<file path="src/rtl/st_to_mm_fifo_adapter.sv">
`default_nettype none
// ============================================================================
//  Module   : st_to_mm_fifo_adapter
//  Brief    : Streaming-sink FIFO drained through a 4-register memory-mapped
//             slave (data pop, head flags, fill level, status/control).
//  Revision : 1.0  initial release
// ============================================================================
module st_to_mm_fifo_adapter #(
    parameter int WIDTH = 8,
    parameter int DEPTH = 8
) (
    input  logic             clock,
    input  logic             reset,
    output logic             in_ready,
    input  logic             in_valid,
    input  logic [WIDTH-1:0] in_data,
    input  logic             in_sop,
    input  logic             in_eop,
    input  logic             out_read,
    input  logic             out_write,
    input  logic [1:0]       out_address,
    input  logic [WIDTH-1:0] out_writedata,
    output logic             out_waitrequest,
    output logic [WIDTH-1:0] out_readdata
);

    localparam int c_ADDR_W  = (DEPTH > 1) ? $clog2(DEPTH) : 1;
    localparam int c_CNT_W   = $clog2(DEPTH + 1);
    localparam int c_ENTRY_W = WIDTH + 2;

    logic [c_ENTRY_W-1:0] r_mem [DEPTH];
    logic [c_ADDR_W-1:0]  r_wr_ptr;
    logic [c_ADDR_W-1:0]  r_rd_ptr;
    logic [c_CNT_W-1:0]   r_count;
    logic [c_CNT_W-1:0]   r_packets_held;
    logic                 r_in_packet;
    logic                 r_protocol_error;

    logic                 w_empty;
    logic                 w_full;
    logic                 w_push;
    logic                 w_pop;
    logic                 w_err_event;
    logic                 w_err_clear;
    logic [c_ENTRY_W-1:0] w_head;
    logic [4:0]           w_ph_low5;
    logic [WIDTH-1:0]     w_readdata;
    logic                 w_unused_ok;

    assign w_empty  = (r_count == '0);
    assign w_full   = (r_count == c_CNT_W'(DEPTH));
    assign w_head   = r_mem[r_rd_ptr];

    assign in_ready        = !w_full && !reset;
    assign out_waitrequest = reset || (out_read && (out_address == 2'd0) && w_empty);

    assign w_push      = in_valid && in_ready;
    assign w_pop       = out_read && (out_address == 2'd0) && !out_waitrequest;
    // An accepted word is a protocol error when its sop disagrees with packet state.
    assign w_err_event = w_push && (in_sop == r_in_packet);
    assign w_err_clear = out_write && (out_address == 2'd3) && out_writedata[0];
    assign w_unused_ok = &{1'b0, out_writedata[WIDTH-1:1]};

    if (c_CNT_W >= 5) begin : g_ph_wide
        assign w_ph_low5 = r_packets_held[4:0];
    end else begin : g_ph_narrow
        assign w_ph_low5 = 5'(r_packets_held);
    end

    always_comb begin
        w_readdata = '0;
        case (out_address)
            2'd0: if (!w_empty) w_readdata = w_head[WIDTH-1:0];
            2'd1: if (!w_empty) w_readdata[1:0] = w_head[WIDTH+1:WIDTH];
            2'd2: w_readdata[c_CNT_W-1:0] = r_count;
            default: w_readdata[7:0] = {w_ph_low5, r_protocol_error, w_full, w_empty};
        endcase
    end
    assign out_readdata = w_readdata;

    // Storage is not reset; the pointers and count alone define validity.
    always_ff @(posedge clock) begin
        if (w_push) begin
            r_mem[r_wr_ptr] <= {in_eop, in_sop, in_data};
        end
    end

    always_ff @(posedge clock or posedge reset) begin
        if (reset) begin
            r_wr_ptr         <= '0;
            r_rd_ptr         <= '0;
            r_count          <= '0;
            r_packets_held   <= '0;
            r_in_packet      <= 1'b0;
            r_protocol_error <= 1'b0;
        end else begin
            if (w_push) begin
                r_wr_ptr <= r_wr_ptr + c_ADDR_W'(1);
            end
            if (w_pop) begin
                r_rd_ptr <= r_rd_ptr + c_ADDR_W'(1);
            end
            if (w_push && !w_pop) begin
                r_count <= r_count + c_CNT_W'(1);
            end else if (!w_push && w_pop) begin
                r_count <= r_count - c_CNT_W'(1);
            end
            if ((w_push && in_eop) && !(w_pop && w_head[WIDTH+1])) begin
                r_packets_held <= r_packets_held + c_CNT_W'(1);
            end else if (!(w_push && in_eop) && (w_pop && w_head[WIDTH+1])) begin
                r_packets_held <= r_packets_held - c_CNT_W'(1);
            end
            if (w_push) begin
                if (in_eop) begin
                    r_in_packet <= 1'b0;
                end else if (in_sop) begin
                    r_in_packet <= 1'b1;
                end
            end
            if (w_err_event) begin
                r_protocol_error <= 1'b1;
            end else if (w_err_clear) begin
                r_protocol_error <= 1'b0;
            end
        end
    end

endmodule
`default_nettype wire

</file>
<file path="config.mk">
export PLATFORM = sky130hd
export DESIGN_NAME = st_to_mm_fifo_adapter
export DESIGN_NICKNAME = d
export VERILOG_FILES = /design/src/rtl/st_to_mm_fifo_adapter.sv
export SDC_FILE = /design/constraint.sdc
export NUM_CORES = 1
export LEC_CHECK = 0
export CAP_MARGIN = 15
export CORE_ASPECT_RATIO = 1.25
export CORE_MARGIN = 1
export CORE_UTILIZATION = 45
export DETAILED_ROUTE_END_ITERATION = 6
export DONT_BUFFER_PORTS = 1
export GPL_ROUTABILITY_DRIVEN = 1
export SETUP_SLACK_MARGIN = 0.5
export SKIP_CTS_REPAIR_TIMING = 1
export SYNTH_ARGS = -nofsm -noshare
export SYNTH_HDL_FRONTEND = slang
export SYNTH_SLANG_ARGS = --single-unit
</file>
<file path="constraint.sdc">
create_clock -name clock -period 4.8 [get_ports clock]
set_input_delay 1.2 -clock clock [delete_from_list [all_inputs] [get_ports clock]]
set_output_delay 1.2 -clock clock [all_outputs]
set_load 0.02 [all_outputs]
</file>
; ---- Yosys cells after proc, flatten, opt, wreduce, memory -nomap -nowiden
; Memories as Yosys holds them, arrays and structs flattened.
; Index checks and enable logic that the tools add are counted.
[totals]
reg_bits = 16
ram_bits = 80
inputBits = 25
elab_cells = 63
memories = 1
[memory_table]
columns = memory, words, word_bits, read_ports, rd_ports_with_merged_regs, write_ports, line_no
row1 = r_mem, 8, 10, 1, 0, 1, 31  ; logic [c_ENTRY_W-1:0] r_mem [DEPTH];
[classes]
n_addsub = 6
eq_ne = 5
muxes = 15
reduce_logical = 30
[op_table]
columns = cell, count
row1 = 4-bit two-way mux, 4
row2 = 1-bit logical AND, 14
row3 = 2-bit case mux with 3 select lines, 2
row4 = "4-bit by 1-bit adder with 4-bit output, second input constant", 2
row5 = 8-bit two-way mux, 1
row6 = 4-bit case mux with 2 select lines, 1
row7 = 2-bit nonzero test, 4
row8 = "4-bit by 1-bit subtractor with 4-bit output, second input constant", 2
row9 = 1-bit logical NOT, 7
row10 = "3-bit by 1-bit adder with 3-bit output, second input constant", 2
row11 = 1-bit two-way mux, 6
row12 = "2-bit equality test, second input constant", 2
row13 = "4-bit equality test, second input constant", 1
row14 = 4-bit logical NOT, 1
row15 = "2-bit by 1-bit equality test with 1-bit output, second input constant", 1
row16 = 2-bit logical NOT, 1
row17 = 2-bit two-way mux, 1
row18 = 2-bit AND reduction, 1
row19 = 2-bit OR reduction, 1
row20 = 1-bit equality test, 1
row21 = 1-bit logical OR, 1

; ---- Depth between registers and ports, before layout
; Gate-level depths: netlist of run 1.
[depth]
word_depth = 10
mapped_depth = 12
ltp_nobuf = 12

; ---- Worst setup path before layout of run 1
; OpenSTA, ideal clock, no wires.
[synth_path]
kind = input to register
start = in out_address[1]
end = reg r_packets_held[3]
setup_time_ns = 0.080
t_arrival_ns = 3.552
required_time_ns = 4.720
path_slack_ns = 1.169
path_stages = 12
cell_sequence = buf_2 > or3b_1 > nor3_1 > inv_1 > or2_2 > ha_1 > inv_1 > ha_1 > a21o_1 > a21oi_1 > mux2i_1 > xnor2_1
[synth_via]
elab_chain_len = 10
[synth_lines]
columns = item, line_no
row1 = "start, declared", 21  ; input logic [1:0] out_address,
row2 = 2-bit logical NOT (*), "55, 58"
row3 = 1-bit logical AND (*), "55, 58"
row4 = 1-bit logical AND, 55  ; assign out_waitrequest = reset || (out_read && (out_address == 2'd0) && w_empty);
row5 = 1-bit logical OR, 55
row6 = 1-bit logical NOT, 58  ; assign w_pop = out_read && (out_address == 2'd0) && !out_waitrequest;
row7 = 1-bit logical AND (*), 58
row8 = 1-bit logical AND (*), "108, 110"
row9 = 1-bit logical NOT, 108  ; if ((w_push && in_eop) && !(w_pop && w_head[WIDTH+1])) begin
row10 = 1-bit logical AND, 108
row11 = 4-bit two-way mux or 2-bit nonzero test (tied branches), --
row12 = "end signal, assigned", 109  ; r_packets_held <= r_packets_held + c_CNT_W'(1);
row13 = "end signal, assigned", 111  ; r_packets_held <= r_packets_held - c_CNT_W'(1);
row14 = "end, declared", 35  ; logic [c_CNT_W-1:0] r_packets_held;
; Mark *: on every way between the ends. The rest lies on a longest branch, timed or not.
; A chain may end at the register's enable or synchronous reset.

; ---- Worst setup path in the final report of run 1
[layout_path]
start = reg r_rd_ptr[0]
end = out out_readdata[4]
[layout_via]
elab_chain_len = 3
[layout_lines]
columns = item, line_no
row1 = "start, declared", 33  ; logic [c_ADDR_W-1:0] r_rd_ptr;
row2 = "start signal, assigned", 101  ; r_rd_ptr <= r_rd_ptr + c_ADDR_W'(1);
row3 = memory read 8 x 10 bit, --
row4 = 8-bit two-way mux, 73  ; 2'd0: if (!w_empty) w_readdata = w_head[WIDTH-1:0];
row5 = 4-bit case mux with 2 select lines, 72  ; case (out_address)
row6 = "end, declared", 24  ; output logic [WIDTH-1:0] out_readdata
; No other way between the ends.

==> metrics.txt, run 1 <==
antenna viol nets, final 0; RSZ-0062 raised after global routing false; clock tree buffer depth 2; Placed Cells around 350; post-synth net total 266; critical path required time roughly 3.6 ns; pin count of the biggest net entering global routing 21; #FFs+latches synth between 90 and 100; CP peak stage delay slightly below 0.9 ns; Clk pwr share roughly a fifth; Worst Skew ~0.011 ns; Comb power frac between 20% and 30%; relative slew slack between 30% and 40%; Least-Margin Pin Slew 0.904 ns; Synth top area share around 58%; Post-synth ARST share 16.7%; DRC viols 0; Mapped Cells 231; sequential-to-total area share from yosys stat between 60% and 70%; most frequent cells in the layout edfxtp_1, dfrtp_1, mux2i_1; initial core utilization a little under half; Min Hold Slack 0.482 ns; delay-heaviest family, CP flip-flops; Tot GR Track Use between 15 and 20%; max cap viols 0; Mean Syn Cell Area approximately 18 um^2; Hold WC Path Type flip-flop to flip-flop; number of DRC markers in iteration 0 around 150; Sw Pwr ~0.00073 W; Ys Warns 0; Non-Filler Instances about 370; IO buf count 0; area of the core between 8000 and 9000 um^2; count of cell types in the netlist 37; final setup margin 1.02 ns; clk sink count between 90 and 100; outcome finished clean; Setup crit end kind output pin; first-pass GRT wire length ~12000 um; CP max stage cell dfrtp_1; initial antenna violation count 0; # setup viols final 0; Area Overhead vs Synth 8.25%; Critical Path, Cell by Cell buf_4 -> mux4_1 -> mux2i_1 -> o21ai_0; post-synthesis cell area roughly 4000 um^2; Crit Path Max Fanout 15; clock latency on the worst-skew pair between 0.3 and 0.4 ns; pwr/cell area 512 nW/um^2; drt wl/cell between 20 and 25 um; commonest non-fill, non-tap cell in the layout edfxtp_1; number of synthesized flops with an enable pin 80; vias in the first global route between 2000 and 2500; CP Buf/Inv Count 1; Worst EP arrival between 2 and 3 ns; total negative setup slack 0 ns; share of layout cells above drive strength 1 15.8%; chip height between 100 and 150 um; cell-internal power 0.00155 W; Startpoint Class flip-flop; grt ovf 0; synth top area cells edfxtp_1, dfrtp_1, mux4_1; Num CTS Buffers 9; TritonCTS clock tree yes; Worst Setup Path Type flip-flop to output pin; final core occ 50.8%; Lkg Pwr around 1.5 nW; max frequency approximately 0.26 GHz; Nets around 280; Flop pwr share 52.7%; cell taking the most area after synthesis edfxtp_1; Placer Congestion approximately 0.73; fin crit period roughly 3.8 ns; antenna cells 0; Fin. Hold Viols 0; via/cell ratio between 5 and 6; detailed placer's ending HPWL ~4800 um; Placement Rows 38; Slew Limit Fails 0; Die X between 80 and 90 um; Post-Place Setup Slack 1.03 ns; I/O Pins 35; crit share post-route 78.8%; clock-pin slew on the worst setup and hold paths around 0.090 ns; # H-tree levels 3; WL final between 7000 and 8000 um; switch share a little under a third; DRT Pass-1 Iters 4; clock tree root buffer cell clkbuf_8; maximum VDD drop approximately 210 uV; die area about 9500 um^2; vias after detailed routing ~2000; prevailing post-synth register cell edfxtp_1
-- power groups by stage --
stage          logic (W)  clock network (W)  registers [W]
2_1_floorplan   0.000578                  0        0.00111
3_3_place_gp    0.000622                  0        0.00122
3_5_place_dp    0.000630                  0        0.00122
4_1_cts         0.000632           0.000471        0.00120
5_1_grt         0.000683           0.000505        0.00122
6_report        0.000620           0.000458        0.00120
-- final cells by class --
type / instances / area (um^2)
clock buffers: 11 / 131
clock inverters: 5 / 32.5
fillers: 755 / 4300
inverters: 6 / 22.5
multi-input cells: 120 / 1240
flip-flops and latches: 96 / 2800
well taps: 120 / 150
repair buffers: 9 / 67.6
-- metrics by stage --
step,power (W),area [um^2]
floorplan,0.00169,4110
global placement,0.00184,4280
detailed placement,0.00185,4280
CTS,0.00231,4450
global route,0.00241,4450
finish,0.00228,4450
-- Yosys cell counts, types with 4 or more instances --
master	number
edfxtp_1	80
mux2i_1	13
mux4_2	9
xnor2_1	9
ha_1	8
nor3_1	5
nand2_1	12
inv_1	5
buf_1	4
mux4_1	11
mux2_2	5
o21ai_0	8
dfrtp_1	16
nor2_1	10
-- state kept, by name (all words and copies together) (netlist names) --
register          flops
r_protocol_error      1
r_count               4
r_rd_ptr              3
r_packets_held        4
r_wr_ptr              3
r_in_packet           1
r_mem                80
-- path summary, 6_finish.rpt --
| kind | startpoint | to | slack [ns] | cells past startpoint |
|---|---|---|---|---|
| min in group asynchronous | reset | r_count[3]$_DFFE_PP0P_ | 0.81 | 1 |
| worst min-delay path | r_packets_held[3]$_DFFE_PP0P_ | r_packets_held[3]$_DFFE_PP0P_ | 0.48 | 1 |
| worst max register to register | r_rd_ptr[0]$_DFFE_PP0P_ | r_packets_held[3]$_DFFE_PP0P_ | 1.47 | 10 |
| max in group asynchronous | reset | r_in_packet$_DFFE_PP0P_ | 3.56 | 1 |
| worst min register to register | r_packets_held[3]$_DFFE_PP0P_ | r_packets_held[3]$_DFFE_PP0P_ | 0.48 | 1 |
| worst max-delay path | r_rd_ptr[0]$_DFFE_PP0P_ | out_readdata[4] | 1.02 | 4 |
-- metal layers --
layer | share of wire [%] | global-route usage [%] | vias to the layer above
li1 | - | - | 937
met1 | 45 | 22.8 | 1019
met2 | 49 | 27.7 | 50
met3 | 4.4 | 4.77 | 11
met4 | 1.7 | 7.49 | 0
met5 | 0 | 0 | -
-- kinds of logic (layout without fill, tap and decap cells) --
kind of cell | count (synthesis) | after routing | synth area share (%)
compound gates | 19 | 19 | 2.80
flops | 96 | 96 | 68.2
simple gates | 42 | 42 | 4.97
mux | 38 | 38 | 16.5
xor+xnor | 11 | 11 | 2.35
buf+inv | 15 | 31 | 1.74
fa+ha+maj | 10 | 10 | 3.41
Power figures use the tool's default switching activity.
==> inputs of run 2 (changes only) <==
Clock period 4.8 ns to 3 ns, I/O delays scaled along.
==> run 2 against run 1 <==
Combinational power is 150% higher. Via count rose by 3.0%. Clock power increased by 140%. Largest power group unchanged. Worst hold slack worse by 0.20 ns. Final cell count grew 6.3%. Count of clock-buffer cells in the layout is 1 lower. Global-route usage is 0.64 points higher. Critical path depth unchanged. Die area stayed put. Highest routed layer unchanged. Critical endpoint is now out_readdata[0]. Register-to-register slack got worse by 1.0 ns. Largest cell class unchanged.
==> metrics.txt, run 2 (synthesized netlist as in run 1, its figures left out) <==
outcome finished clean; clk sink count 96 (unchanged); chip height 109 um (unchanged); initial antenna violation count 0 (unchanged); grt ovf 0 (unchanged); clock latency on the worst-skew pair 0.37 ns (about the same); Non-Filler Instances 390 (+6.3%); most frequent cells in the layout edfxtp_1, buf_4, mux4_2; critical path required time 2.25 ns (-1.35 ns); # setup viols final 0 (unchanged); Slew Limit Fails 0 (unchanged); Crit Path Max Fanout 6 (-9); max reg flops 80 (unchanged); commonest non-fill, non-tap cell in the layout edfxtp_1; Area Overhead vs Synth 20.4%; Worst Setup Path Type flip-flop to output pin; CP Buf/Inv Count 1 (unchanged); CP max stage cell mux4_1; I/O Pins 35 (unchanged); die area 9520 um^2 (unchanged); antenna cells 0 (unchanged); area of the core 8750 um^2 (unchanged); DRT Pass-1 Iters 4 (unchanged); first-pass GRT wire length 11900 um (+3.0%); pin count of the biggest net entering global routing 18 (-14%); clock-pin slew on the worst setup and hold paths 0.09 ns (about the same); Placed Cells 361 (+2.8%); IO buf count 0 (unchanged); Hold WC Path Type input pin to asynchronous set/reset pin; Num CTS Buffers 9 (unchanged); Placer Congestion 0.719 (-1.0%); Worst Skew 0.00835 ns (-0.00266 ns); clock tree buffer depth 2 (unchanged); Total Power 0.00451 W (+98%); crit share post-route a little over nine tenths; Most flops, register r_mem; detailed placer's ending HPWL 5140 um (+6.7%); max cap viols 0 (unchanged); top flop regs r_mem: 80 flops, r_count: 4 flops, r_packets_held: 4 flops; pwr/cell area 912 nW/um^2 (+78%); # H-tree levels 3 (unchanged); CP peak stage delay 0.53 ns (-0.35 ns); delay-heaviest family, CP multiplexers; total negative setup slack 0 ns (unchanged); Fin. Hold Viols 0 (unchanged); clock tree root buffer cell clkbuf_8; vias after detailed routing 2078 (+3.0%); number of DRC markers in iteration 0 110 (-29%); placed cell areas 4420 um^2 (+3.2%); initial core utilization 47.0% (unchanged); maximum VDD drop 364 uV (+74%); TritonCTS clock tree yes; Least-Margin Pin Slew 0.467 ns (-0.438 ns); Lkg Pwr 1.71 nW (+13%); vias in the first global route 2101 (-0.095%); Placement Rows 38 (unchanged); max frequency 0.352 GHz; Startpoint Class flip-flop; Critical Path, Cell by Cell buf_12 -> mux4_1 -> mux2_2 -> a41o_4; Worst EP arrival 2.09 ns (-0.49 ns); share of layout cells above drive strength 1 37.8% (+22 points); DRC viols 0 (unchanged); Die X 87.5 um (unchanged); fin crit period 2.84 ns; antenna viol nets, final 0 (unchanged); drt wl/cell 20.2 um (-1.6%); fin area 4950 um^2 (+11%); Setup crit end kind output pin; Tot GR Track Use 18.1% (+0.64 points); WL final 7870 um (+4.6%); RSZ-0062 raised after global routing true; R2R Setup Slk 0.45 ns (-1.02 ns); via/cell ratio 5.33 (-3.1%); relative slew slack 68.9% (+29 points); Nets 300 (+8.3%)
[run 2: path summary, 6_finish.rpt]
check                                           endpoint  cells after the start                          start
min                        r_packets_held[0]$_DFFE_PP0P_                      2                          reset
max                                      out_readdata[0]                      4        r_rd_ptr[0]$_DFFE_PP0P_
max reg2reg                r_packets_held[3]$_DFFE_PP0P_                     11        r_rd_ptr[0]$_DFFE_PP0P_
min reg2reg                r_packets_held[3]$_DFFE_PP0P_                      1  r_packets_held[3]$_DFFE_PP0P_
max in group asynchronous         r_count[0]$_DFFE_PP0P_                      2                          reset
min in group clock                 r_mem[5][6]$_DFFE_PP_                      0                     in_data[6]
[run 2: stage by stage]
stage	setup slack, ns	hold WS (ns)	utilization (%)
final	0.155	0.279	56.5
after detailed placement	0.0588	0.464	50.5
after global placement	0.0781	0.455	50.5
after global routing	0.0948	0.274	56.5
after floorplan	0.0676	0.437	-
after CTS	-0.157	0.263	53.6
[run 2: power by group]
part | switching [W] | total (W) | internal (W)
clock network | 0.000453 | 0.00110 | 0.000645
logic | 0.000691 | 0.00154 | 0.000853
registers | 0.000228 | 0.00187 | 0.00164
[run 2: layer usage]
layer	vias up	routed length, um	GRT usage, %	share of wire [%]
met1	1045	3550	23.1	45
met5	-	0	0	0
li1	974	-	-	-
met4	0	151	8.31	1.9
met2	49	3960	29.6	50
met3	10	216	4.01	2.7
[run 2: final cells by class]
class,count,area [um^2]
Tap cell,120,150
Inverter,6,25.0
Clock inverter,6,140
Timing Repair Buffer,32,280
Sequential cell,96,2810
Multi-Input combinational cell,120,1420
Clock buffer,10,128
Fill cell,715,3800
[run 2: worst reg2reg max path, stage by stage, from the launching register on]
cell,delay (ns)
dfrtp_2,0.43
buf_6,0.14
mux4_2,0.51
mux2i_2,0.20
or2_4,0.17
ha_4,0.15
inv_4,0.05
ha_4,0.20
a21o_1,0.16
a21oi_2,0.13
mux2i_1,0.22
xnor2_1,0.13
==> inputs of run 3 (changes only) <==
Settings changed: CTS_CLUSTER_DIAMETER set to 80.
==> results of run 3 <==
Final layout, timing and power as in run 2 (identical DEF).
